**src/rtl/mux_4x1_rr_stream.sv**
```systemverilog
// Four-source valid/ready stream merger with round-robin arbitration, packet lock
// and a single registered output stage tagged with the source index.
module mux_4x1_rr_stream #(
  parameter int unsigned WIDTH = 8
) (
  input  logic               clk,
  input  logic               rst,
  input  logic [3:0]         in_valid,
  output logic [3:0]         in_ready,
  input  logic [4*WIDTH-1:0] in_data,
  input  logic [3:0]         in_last,
  output logic               out_valid,
  input  logic               out_ready,
  output logic [WIDTH-1:0]   out_data,
  output logic               out_last,
  output logic [1:0]         out_sel,
  output logic               busy
);

  typedef enum logic [0:0] {StIdle, StLocked} state_e;

  state_e            state_q, state_d;
  logic [1:0]        ptr_q, ptr_d;
  logic [1:0]        lock_q, lock_d;
  logic              out_valid_q, out_valid_d;
  logic [WIDTH-1:0]  out_data_q, out_data_d;
  logic              out_last_q, out_last_d;
  logic [1:0]        out_sel_q, out_sel_d;

  logic              load_en;
  logic              gnt_found;
  logic [1:0]        gnt_idx;
  logic [1:0]        sel;
  logic              xfer;
  logic              sel_last;
  logic [WIDTH-1:0]  sel_data;

  assign load_en = !out_valid_q || out_ready;

  // Round-robin search starting at ptr_q; first valid channel wins.
  always_comb begin
    gnt_found = 1'b0;
    gnt_idx   = ptr_q;
    for (int k = 0; k < 4; k++) begin
      logic [1:0] idx;
      idx = ptr_q + 2'(k);
      if (!gnt_found && in_valid[idx]) begin
        gnt_found = 1'b1;
        gnt_idx   = idx;
      end
    end
  end

  assign sel      = (state_q == StLocked) ? lock_q : gnt_idx;
  assign sel_data = in_data[int'(sel)*WIDTH +: WIDTH];
  assign sel_last = in_last[sel];

  // A locked channel is offered ready regardless of its own valid.
  always_comb begin
    in_ready = 4'b0000;
    if (state_q == StLocked) begin
      in_ready[lock_q] = load_en;
    end else if (gnt_found) begin
      in_ready[gnt_idx] = load_en;
    end
  end

  assign xfer = in_valid[sel] && in_ready[sel];

  always_comb begin
    state_d     = state_q;
    ptr_d       = ptr_q;
    lock_d      = lock_q;
    out_valid_d = out_valid_q;
    out_data_d  = out_data_q;
    out_last_d  = out_last_q;
    out_sel_d   = out_sel_q;

    if (load_en) begin
      out_valid_d = xfer;
      if (xfer) begin
        out_data_d = sel_data;
        out_last_d = sel_last;
        out_sel_d  = sel;
      end
    end

    if (xfer) begin
      unique case (state_q)
        StIdle: begin
          if (sel_last) begin
            ptr_d = sel + 2'd1;
          end else begin
            state_d = StLocked;
            lock_d  = sel;
          end
        end
        StLocked: begin
          if (sel_last) begin
            state_d = StIdle;
            ptr_d   = lock_q + 2'd1;
          end
        end
        default: state_d = StIdle;
      endcase
    end
  end

  always_ff @(posedge clk) begin
    if (rst) begin
      state_q     <= StIdle;
      ptr_q       <= 2'd0;
      lock_q      <= 2'd0;
      out_valid_q <= 1'b0;
      out_data_q  <= '0;
      out_last_q  <= 1'b0;
      out_sel_q   <= 2'd0;
    end else begin
      state_q     <= state_d;
      ptr_q       <= ptr_d;
      lock_q      <= lock_d;
      out_valid_q <= out_valid_d;
      out_data_q  <= out_data_d;
      out_last_q  <= out_last_d;
      out_sel_q   <= out_sel_d;
    end
  end

  assign out_valid = out_valid_q;
  assign out_data  = out_data_q;
  assign out_last  = out_last_q;
  assign out_sel   = out_sel_q;
  assign busy      = (state_q == StLocked);

endmodule

```
**config.mk**
```make
export PLATFORM = sky130hd
export DESIGN_NAME = mux_4x1_rr_stream
export DESIGN_NICKNAME = d
export VERILOG_FILES = /design/src/rtl/mux_4x1_rr_stream.sv
export SDC_FILE = /design/constraint.sdc
export NUM_CORES = 1
export LEC_CHECK = 0
export CELL_PAD_IN_SITES_DETAIL_PLACEMENT = 1
export CELL_PAD_IN_SITES_GLOBAL_PLACEMENT = 1
export CORE_ASPECT_RATIO = 1.75
export CORE_MARGIN = 8
export CORE_UTILIZATION = 27
export CTS_CLUSTER_SIZE = 14
export DETAILED_ROUTE_END_ITERATION = 10
export HOLD_SLACK_MARGIN = 0.12
export PLACE_DENSITY = 0.8
export SYNTH_ARGS = -nofsm -noshare
export SYNTH_HDL_FRONTEND = slang
export SYNTH_SLANG_ARGS = --single-unit
```
**constraint.sdc**
```tcl
create_clock -name clk -period 2.27 [get_ports clk]
set_clock_uncertainty 0.05 [all_clocks]
set_input_delay 0.227 -clock clk [delete_from_list [all_inputs] [get_ports clk]]
set_output_delay 0.227 -clock clk [all_outputs]
set_load 0.02 [all_outputs]
```
======== Word-level counts from Yosys, hierarchy flattened ========
Cells that the tools add are included.
operators by class
  add/sub/neg operators ................... 5
  $lt $le $gt $ge ......................... 9
  eq/ne operators ......................... 2
  shift-type cells ........................ 1
  multiplexer cells ....................... 32
  bitwise logic cells ..................... 4
  reductions and logical operators ........ 14
operators with widths
  kind                                                                    number
  32-bit by 6-bit indexed part select with 8-bit output                   1
  2-bit by 3-bit < comparator with 1-bit output (second input constant)   7
  1-bit binary-select mux with 2-bit select                               7
  1-bit two-way mux                                                       14
  2-bit two-way mux                                                       6
  4-bit AND                                                               2
  4-bit two-way mux                                                       2
  2-bit by 1-bit adder with 2-bit output (second input constant)          3
  1-bit logical AND                                                       6
  3-bit AND reduction                                                     2
  2-bit adder (second input constant)                                     2
  1-bit demux with 2-bit select                                           2
  2-bit by 1-bit >= comparator with 1-bit output (second input constant)  2
  1-bit logical NOT                                                       4
  2-bit one-hot mux with 2 select lines                                   1
  2-bit by 1-bit != test with 1-bit output (second input constant)        1
  2-bit != test (second input constant)                                   1
  1-bit inverter                                                          2
  2-bit AND reduction                                                     1
  1-bit logical OR                                                        1
storage, ports and cells
  bits in registers ....................... 17
  input bits .............................. 43
  output and inout port bits .............. 17

======== Logic depth before layout (Yosys ltp) ========
Gate-level depths: netlist of run 1.
  depth in word-level cells ............... 23
  mapped depth ............................ 9
  mapped depth without buffers ............ 7

======== Worst setup path before layout of run 1 ========
Ideal clock, no wire load.
  kind .................................... register -> register
  start point ............................. register state_q, in the netlist busy
  end point ............................... register ptr_q[1]
  library setup time ...................... 123 ps
  arrival time ............................ 2201 ps
  setup slack ............................. -104 ps
  cell stages (with the launch flop) ...... 9
  path buffers ............................ 2
  cell sequence ........................... dfxtp_1 -> clkbuf_1 -> clkbuf_1 -> nand2_1 -> nor3_1 -> a31o_2 -> a221oi_2 -> or3b_1 -> mux2_1
between the ends
  word-level cells in the longest chain between the ends .. 5
ends and longest elaborated chain
  element                                    RTL line  text
  start, declared                            22        state_e state_q, state_d;
  start signal, assigned                     111       state_q <= StIdle;
  start signal, assigned                     119       state_q <= state_d;
  4-bit two-way mux                          61        if (state_q == StLocked) begin
  named net in_ready[2]                      9         output logic [3:0] in_ready,
  1-bit binary-select mux with 2-bit select  68        assign xfer = in_valid[sel] && in_ready[sel];
  1-bit two-way mux (implied by the code)    68
  1-bit logical AND                          68
  3-bit AND reduction (no line)              n/a
  end signal, assigned                       120       ptr_q <= ptr_d;
  end, declared                              23        logic [1:0] ptr_q, ptr_d;
The timed path passes the listed nets, and every way through them passes these cells. The select of a mux whose other input is x is not followed.
A chain may end at the register's enable or synchronous reset.

======== Worst setup path after layout of run 1 ========
  start point ............................. register ptr_q[1]
  end point ............................... register ptr_q[1]
between the ends
  word-level cells in the longest chain between the ends .. 23
ends and longest elaborated chain
  element
  parallel branches: the longest is 23 deep, another holds 2-bit by 3-bit < comparator with 1-bit output
Parallel ways; which one is timed is not known. The select of a mux whose other input is x is not followed.

==> flow_metrics.env, run 1 <==
export IMPL_synth_ff_type="dfxtp_1"
export IMPL_synth_cell_types=50
export IMPL_initial_utilization_pct=27.3
export IMPL_yosysTopAreaCell="dfxtp_1"
export IMPL_grt_ovfl_total=0
export IMPL_grt_pass1_wl_mm=9.70
export IMPL_area_growth_pct=96.4
export IMPL_final_setup_tns_ns=-1.32
export IMPL_violations="negative setup slack"
export IMPL_final_common_cell="clkdlybuf4s50_1"
export IMPL_synth_top_cell_area_share_pct=25.5
export IMPL_setup_viol=15
export IMPL_fp_dieW_um=69.2
export IMPL_coreArea_um2=4890
export IMPL_portBuffers=59
export IMPL_fmax_ghz=0.415
export IMPL_async_flop_share_pct=0
export IMPL_dp_final_hpwl_mm=4.24
export IMPL_seq_area_frac_synth_pct=25.5
export IMPL_finalHoldViolations=0
export IMPL_crit_chain="and3b_2 -> nor4_4 -> buf_4 -> buf_4 -> nor3_4 -> o32ai_4 -> a22oi_4 -> or3b_4 -> mux2_4"
export IMPL_cts_made_buffers=3
export IMPL_first_iter_violations=35
export IMPL_die_y_um=109
export IMPL_ys_seq_elements=17
export IMPL_drv_slew=0
export IMPL_die_area_um2=7550
export IMPL_track_usage_pct=16.0
export IMPL_hold_path_depth=2
export IMPL_synth_edf_count=0
export IMPL_post_route_util_pct=53.7
export IMPL_clock_sinks=17
export IMPL_gp_congestion=0.925
export IMPL_period_share_pct=106
export IMPL_slowest_stage="or3b_4"
export IMPL_min_period_ns=2.41
export IMPL_yosys_top_cells_area="dfxtp_1 (25%), mux4_2 (12%), a21oi_1 (4.9%)"
export IMPL_route_detailed_drc=0
export IMPL_power_mw=3.63
export IMPL_tightestPinTransition_ns=0.637
export IMPL_clkLatencyLatePin_ns=0.25
export IMPL_clockRootBuffer="clkbuf_8"
export IMPL_outcome="finished with violations"
export IMPL_cts_tree="done"
export IMPL_postSynthAreaPerCell_um2=9.34
export IMPL_synthXorXnorAreaFrac_pct=0
export IMPL_clk_pin_slew_ns=0.07
export IMPL_relSlewSlack_pct=57.4
export IMPL_power_density_nw_per_um2=1380
export IMPL_worst_path_most_repeated_cell="buf_4"
export IMPL_synth_adder_area_share_pct=0
export IMPL_power_leakage_nw=1.02
export IMPL_dp_slack_ns=-0.647
export IMPL_hold_path_class="reg2reg"
export IMPL_critPathKind="reg2reg"
export IMPL_yosysWarnings=0
export IMPL_synth_area_um2=1340
export IMPL_antenna_left=0
export IMPL_critical_path_top_delay_family="simple AND/OR/NAND/NOR gates"
export IMPL_muxShareOfSynthArea_pct=16.6
export IMPL_row_count=34
export IMPL_syn_nets=186
export IMPL_dr_total_vias=1618
export IMPL_viasPerCell=5.36
export IMPL_antenna_cells=0
export IMPL_wl_mm=6.31
export IMPL_layout_nets=292
export IMPL_arrival_ns=2.50
export IMPL_drtPass1Iterations=3
export IMPL_critPathCaptureType="flip-flop"
export IMPL_layout_common_cells="clkdlybuf4s50_1 (51), buf_4 (41), dfxtp_1 (14)"
export IMPL_rsz0062_at_grt="yes"
export IMPL_seqCellArea_um2=347
export IMPL_synth_simple_gate_area_share_pct=26.2
export IMPL_r2r_cells=9
export IMPL_drive_gt1_share_pct=47.2
export IMPL_multi_input_area_um2=1140
export IMPL_grt_max_degree=18
export IMPL_start_kind="flip-flop"
export IMPL_h_tree_depth=1
export IMPL_grt_pass1_vias=1887
export IMPL_pin_count=60
export IMPL_vdd_drop_max_mv=0.893
export IMPL_critPathBufInv=2
export IMPL_crit_path_max_incr_delay_ns=0.42
export IMPL_cap_violations=0
export IMPL_fillers=546
export IMPL_synth_compound_area_share_pct=26.4
export IMPL_setup_slack_ns=-0.142
export IMPL_placed_cell_area_um2=2190
export IMPL_antenna_found_initial=0
export IMPL_fin_area_um2=2630
export IMPL_synth_top_family_by_area="compound AO/OA/AOI/OAI gates"
export IMPL_postCtsHoldBufs=0
export IMPL_syn_inst=143
export IMPL_wl_per_cell_um=20.9
export IMPL_worst_path_stages=9
export IMPL_critPathRequiredTime_ns=2.36
export IMPL_cts_buffer_depth=2
export IMPL_crit_fanout=4
path summary, 6_finish.rpt:
kind	slack, ns	endpoint	start
max	-0.14	ptr_q[1]	ptr_q[1]
min	0.43	out_data[4]	out_data[4]
max reg2reg	-0.14	ptr_q[1]	ptr_q[1]
min reg2reg	0.43	out_data[4]	out_data[4]
per-layer routing:
metal	global-route usage, %	part of all wire [%]
met5	0	0
met1	13.1	31
met3	4.10	5.3
met2	32.8	57
met4	9.28	7.1
registers in the layout, summed over array words and instances, names as in the netlist:
signal	cells
ptr_q	2
busy	1
out_data	8
out_valid	1
lock_q	2
out_last	1
out_sel	2
kinds of logic (layout without fill, tap and decap cells):
kind of cell           Yosys count  after routing
buffers and inverters           13            118
AO/OA/AOI/OAI                   47             47
flip-flops                      17             17
multiplexers                    13             13
AND/OR/NAND/NOR                 53             53
synthesized netlist by cell type, types with 2 or more instances:
library cell and n:
dfxtp_1 17, a21oi_1 13, o21ai_0 10, nor2_1 9, mux4_2 7, nor2b_1 7, or3b_1 7, clkbuf_1 6
nor3_1 5, nand2b_1 4, inv_1 3, mux2i_1 3, nand2_1 3, or3_1 3, a221oi_2 2, a22oi_1 2
a31o_2 2, and2_1 2, buf_2 2, mux2_2 2, o21a_1 2, o21bai_1 2, o31ai_1 2, or2_1 2
metrics by stage:
stage                     hold WS, ns  std cells
after floorplan                 0.388        143
after global placement          0.410        279
after detailed placement        0.428        279
after CTS                       0.438        296
after global routing            0.452        302
final                           0.431        302
layout make-up:
cell class,instances,area share (%)
Multi-Input combinational cell,113,43.3
Timing Repair Buffer,111,38.8
Sequential cell,17,13.2
Tap cell,54,2.57
Clock buffer,4,1.72
Inverter,3,0.429
what timing repair did:
item / in CTS / in global routing
gates resized for setup: 53 / 29
gates cloned: 2 / 0
pin swaps: 19 / 14
endpoints found under the setup margin: 20 / 21
buffers inserted: 11 / 7
endpoints found under the hold margin: 0 / 0
power by group:
part | switching, mW | internal, mW
Combinational | 1.30 | 1.56
Sequential | 0.105 | 0.433
Clock | 0.106 | 0.125
worst register-to-register path: stages, from the launching register on:
cell	delay (ns)
dfxtp_4	0.38
and3b_2	0.21
nor4_4	0.04
buf_4	0.15
buf_4	0.14
nor3_4	0.25
o32ai_4	0.13
a22oi_4	0.22
or3b_4	0.42
mux2_4	0.32
(Power assumes the default switching activity.)
==> run 2: changes to the inputs <==
--- a/config.mk
+++ b/config.mk
@@ -13,7 +13,8 @@
 export CTS_CLUSTER_SIZE = 14
 export DETAILED_ROUTE_END_ITERATION = 10
 export HOLD_SLACK_MARGIN = 0.12
-export PLACE_DENSITY = 0.8
+export PLACE_DENSITY_LB_ADDON = 0.12
+export SKIP_CTS_REPAIR_TIMING = 1
 export SYNTH_ARGS = -nofsm -noshare
 export SYNTH_HDL_FRONTEND = slang
 export SYNTH_SLANG_ARGS = --single-unit
==> run 2 against run 1 <==
The flow still finishes with violations (negative setup slack). Sequential power fell by 1%. Combinational power shrank 19%. Register-to-register slack got worse by 0.03 ns. Core utilization fell by 4.1 points. Clock-buffer cell count stayed put. Fmax shrank 1.2%. Hold slack gained 0.0017 ns. Global-route usage down 2.5 points. Final cell count shrank 4.6%. First-iteration DRC count is 91% higher.
==> flow_metrics.env, run 2 (synthesized netlist as in run 1, its figures left out) <==
export IMPL_portBuffers=59
export IMPL_relSlewSlack_pct=63.3
export IMPL_dr_total_vias=1540
export IMPL_layout_common_cells="clkdlybuf4s50_1 (51), buf_4 (32), dfxtp_1 (14)"
export IMPL_critPathKind="reg2reg"
export IMPL_die_y_um=109
export IMPL_rr_endpoint="ptr_q[1]"
export IMPL_track_usage_pct=13.5
export IMPL_coreArea_um2=4890
export IMPL_violations="negative setup slack"
export IMPL_cts_made_buffers=3
export IMPL_grt_pass1_wl_mm=8.36
export IMPL_dp_final_hpwl_mm=4.45
export IMPL_grt_max_degree=21
export IMPL_setup_slack_ns=-0.171
export IMPL_vdd_drop_max_mv=0.581
export IMPL_die_area_um2=7550
export IMPL_drv_slew=0
export IMPL_fp_dieW_um=69.2
export IMPL_area_growth_pct=81.6
export IMPL_clockRootBuffer="clkbuf_8"
export IMPL_rsz0062_at_grt="yes"
export IMPL_pin_count=60
export IMPL_grt_pass1_vias=1751
export IMPL_setup_viol=15
export IMPL_final_common_cell="clkdlybuf4s50_1"
export IMPL_row_count=34
export IMPL_final_setup_tns_ns=-1.37
export IMPL_layout_nets=278
export IMPL_drtPass1Iterations=4
export IMPL_tightestPinTransition_ns=0.549
export IMPL_cap_violations=0
export IMPL_fillers=564
export IMPL_endpoint="ptr_q[1]"
export IMPL_outcome="finished with violations"
export IMPL_gp_congestion=0.871
export IMPL_clk_pin_slew_ns=0.07
export IMPL_min_period_ns=2.44
export IMPL_initial_utilization_pct=27.3
export IMPL_power_leakage_nw=1.02
export IMPL_clkLatencyLatePin_ns=0.25
export IMPL_critPathRequiredTime_ns=2.36
export IMPL_route_detailed_drc=0
export IMPL_antenna_left=0
export IMPL_period_share_pct=108
export IMPL_r2r_cells=8
export IMPL_cts_tree="done"
export IMPL_arrival_ns=2.53
export IMPL_finalHoldViolations=0
export IMPL_antenna_found_initial=0
export IMPL_viasPerCell=5.35
export IMPL_start_kind="flip-flop"
export IMPL_wl_mm=5.43
export IMPL_power_density_nw_per_um2=1280
export IMPL_first_iter_violations=67
export IMPL_grt_ovfl_total=0
export IMPL_largest_register_ffs=8
export IMPL_critPathCaptureType="flip-flop"
export IMPL_post_route_util_pct=49.6
export IMPL_drive_gt1_share_pct=34.2
export IMPL_fmax_ghz=0.410
export IMPL_r2r_start="ptr_q[1]"
export IMPL_antenna_cells=0
export IMPL_r2r_setup_slack_ns=-0.17
export IMPL_wl_per_cell_um=18.8
export IMPL_hold_path_class="reg2reg"
export IMPL_crit_fanout=6
export IMPL_clock_sinks=17
export IMPL_h_tree_depth=1
export IMPL_crit_start="ptr_q[1]"
export IMPL_cts_buffer_depth=2
==> run 2: per-stage QoR <==
stage               hold WS [ns]  cells  setup slack, ns  cell area, um^2  total power [mW]
floorplan                  0.388    143           0.0469             1340              1.71
global route               0.457    288           -0.247             2430              3.30
detailed placement         0.425    283           -0.596             2240              2.66
CTS                        0.438    287           -0.495             2280              2.91
finish                     0.432    288           -0.171             2430              3.09
global placement           0.414    283           -0.563             2240              2.60
==> run 2: layout make-up <==
type | instances | area (um^2) | area share (%)
inverters | 3 | 11.3 | 0.464
clock buffers | 4 | 45.0 | 1.86
flip-flops and latches | 17 | 347 | 14.3
repair buffers | 97 | 936 | 38.6
multi-input cells | 113 | 1020 | 42.0
well taps | 54 | 67.6 | 2.78
==> run 2: worst min path at each step <==
stage	start	end	slack, ns	cells past startpoint
after floorplan	out_ready	out_valid	0.39	2
after global placement	out_data[3]	out_data[3]	0.41	2
after detailed placement	out_data[4]	out_data[4]	0.43	2
after CTS	out_data[3]	out_data[3]	0.44	2
after global routing	out_data[7]	out_data[7]	0.46	2
final	out_data[3]	out_data[3]	0.43	2
==> run 2: power by group <==
group	switching [mW]	internal [mW]	leakage [nW]	total, mW
registers	0.0994	0.433	0.141	0.532
logic	1.08	1.25	0.859	2.33
clock network	0.105	0.125	0.0228	0.230
total	1.29	1.81	1.02	3.09
==> run 2: critical path: stages (launching register included) <==
cell and delay [ns]:
dfxtp_4 0.36, and3b_2 0.23, nor4_4 0.31, buf_4 0.19
o31a_4 0.17, nand2_2 0.07, a22oi_4 0.22, or3b_4 0.43
mux2_4 0.30
==> run 2: per-layer routing <==
| layer | vias up | track usage, % | wire length, um |
|---|---|---|---|
| met4 | 0 | 5.74 | 89 |
| li1 | 726 | - | - |
| met1 | 752 | 11.3 | 1820 |
| met3 | 6 | 4.92 | 412 |
| met5 | - | 0 | 0 |
| met2 | 56 | 27.4 | 3100 |
==> run 3: changes to the inputs <==
--- a/config.mk
+++ b/config.mk
@@ -9,7 +9,7 @@
 export CELL_PAD_IN_SITES_GLOBAL_PLACEMENT = 1
 export CORE_ASPECT_RATIO = 1.75
 export CORE_MARGIN = 8
-export CORE_UTILIZATION = 27
+export CORE_UTILIZATION = 30
 export CTS_CLUSTER_SIZE = 14
 export DETAILED_ROUTE_END_ITERATION = 10
 export HOLD_SLACK_MARGIN = 0.12
==> constraint.sdc (replaced) <==
create_clock -name clk -period 2.49 [get_ports clk]
set_clock_uncertainty 0.05 [all_clocks]
set_input_delay 0.249 -clock clk [delete_from_list [all_inputs] [get_ports clk]]
set_output_delay 0.249 -clock clk [all_outputs]
set_load 0.02 [all_outputs]
==> run 3 against run 2 <==
The flow now finishes without violations. Clock-buffer cell count is the same. Critical path depth rose by 3. Die area fell by 8.2%. Highest routed layer unchanged. Critical path type is now in2reg.
==> flow_metrics.env, run 3 (synthesized netlist as in run 1, its figures left out) <==
export IMPL_pin_count=60
export IMPL_dp_final_hpwl_mm=4.28
export IMPL_grt_pass1_vias=1694
export IMPL_worst_path_most_repeated_cell="buf_4"
export IMPL_post_route_util_pct=55.3
export IMPL_critPathBufInv=5
export IMPL_power_density_nw_per_um2=1190
export IMPL_wl_per_cell_um=19.5
export IMPL_final_setup_tns_ns=0
export IMPL_r2r_start="ptr_q[1]"
export IMPL_rsz0062_at_grt="yes"
export IMPL_arrival_ns=2.59
export IMPL_die_area_um2=6930
export IMPL_cts_tree="done"
export IMPL_drv_slew=0
export IMPL_area_growth_pct=80.6
export IMPL_crit_start="in_valid[1]"
export IMPL_setup_viol=0
export IMPL_final_instance_count_excl_fill=285
export IMPL_cts_buffer_depth=2
export IMPL_fmax_ghz=0.405
export IMPL_grt_pass1_wl_mm=8.20
export IMPL_layout_common_cells="clkdlybuf4s50_1 (52), buf_4 (34), dfxtp_1 (14)"
export IMPL_die_y_um=104
export IMPL_clkLatencyLatePin_ns=0.25
export IMPL_antenna_cells=0
export IMPL_wl_mm=5.55
export IMPL_clock_sinks=17
export IMPL_outcome="completed"
export IMPL_gp_congestion=0.861
export IMPL_critPathRequiredTime_ns=2.61
export IMPL_track_usage_pct=14.7
export IMPL_final_common_cell="clkdlybuf4s50_1"
export IMPL_dr_total_vias=1534
export IMPL_relSlewSlack_pct=65.8
export IMPL_first_iter_violations=43
export IMPL_tightestPinTransition_ns=0.512
export IMPL_cts_made_buffers=3
export IMPL_row_count=32
export IMPL_viasPerCell=5.38
export IMPL_power_leakage_nw=1.01
export IMPL_portBuffers=59
export IMPL_critPathKind="in2reg"
export IMPL_layout_nets=278
export IMPL_crit_path_max_incr_delay_ns=0.48
export IMPL_crit_fanout=6
export IMPL_clk_pin_slew_ns=0.07
export IMPL_drive_gt1_share_pct=35.5
export IMPL_start_kind="primary input"
export IMPL_drtPass1Iterations=4
export IMPL_hp_start="out_sel[0]"
export IMPL_coreArea_um2=4360
export IMPL_critical_path_top_delay_family="compound AO/OA/AOI/OAI gates"
export IMPL_finalHoldViolations=0
export IMPL_antenna_left=0
export IMPL_cap_violations=0
export IMPL_largest_register_ffs=8
export IMPL_h_tree_depth=1
export IMPL_clockRootBuffer="clkbuf_8"
export IMPL_dpl_cell_count=271
export IMPL_slowest_stage="clkdlybuf4s50_1"
export IMPL_grt_ovfl_total=0
export IMPL_antenna_found_initial=0
export IMPL_fp_dieW_um=66.5
export IMPL_initial_utilization_pct=30.6
export IMPL_min_period_ns=2.47
export IMPL_crit_chain="clkdlybuf4s50_1 -> buf_4 -> a211o_1 -> nand3_4 -> a31o_2 -> a221oi_4 -> buf_6 -> clkbuf_2 -> buf_4 -> o21ai_0 -> a21oi_1"
export IMPL_period_share_pct=99.2
export IMPL_grt_max_degree=20
export IMPL_critPathCaptureType="flip-flop"
export IMPL_vdd_drop_max_mv=0.593
export IMPL_hold_path_class="reg2reg"
export IMPL_route_detailed_drc=0
==> run 3: changes by cell type in the layout (fill, tap and decap cells not counted), moves of 2 or more <==
cell and change:
buf_4 +2, a21oi_1 -3, buf_6 -2, a21oi_2 +3
nand2_4 +2
==> run 3: worst paths after layout <==
kind                 endpoint  slack, ns  depth (start not counted)
setup / recovery  out_data[7]       0.02                         11
setup reg to reg  out_data[7]       0.05                         10
hold / removal     out_sel[0]       0.43                          2
hold reg to reg    out_sel[0]       0.43                          2
==> run 3: power by group <==
part	switching, mW	leakage, nW	internal [mW]
Sequential	0.109	0.141	0.395
Clock	0.102	0.0228	0.114
Combinational	1.00	0.850	1.15
Total	1.21	1.01	1.66
==> run 3: area by class of cell <==
class	count	area, um^2
multi-input combinational	113	1040
clock buffer	4	45.0
fill	492	1950
tap	51	63.8
sequential	17	347
inverter	3	11.3
timing repair buffer	97	911
==> run 3: metrics by stage <==
stage,worst slack [ns],power (mW),cell area (um^2),hold slack (ns)
after floorplan,0.116,1.56,1340,0.410
final,0.0193,2.87,2410,0.434
after global routing,-0.0698,3.03,2410,0.470
after detailed placement,-0.458,2.33,2150,0.424
after global placement,-0.324,2.28,2150,0.413
after CTS,-0.215,2.56,2200,0.438
==> run 3: routing by layer <==
layer / track usage, % / wire, um / vias up
li1: - / - / 723
met3: 4.21 / 342 / 8
met1: 13.7 / 1970 / 745
met4: 5.07 / 131 / 0
met2: 28.2 / 3110 / 58
met5: 0 / 0 / -
==> run 3: worst min-delay path: cells and delay by family (launching register included) <==
family             cells  cell delay, ns
DFF                    1            0.31
AOI/OAI and AO/OA      2            0.13
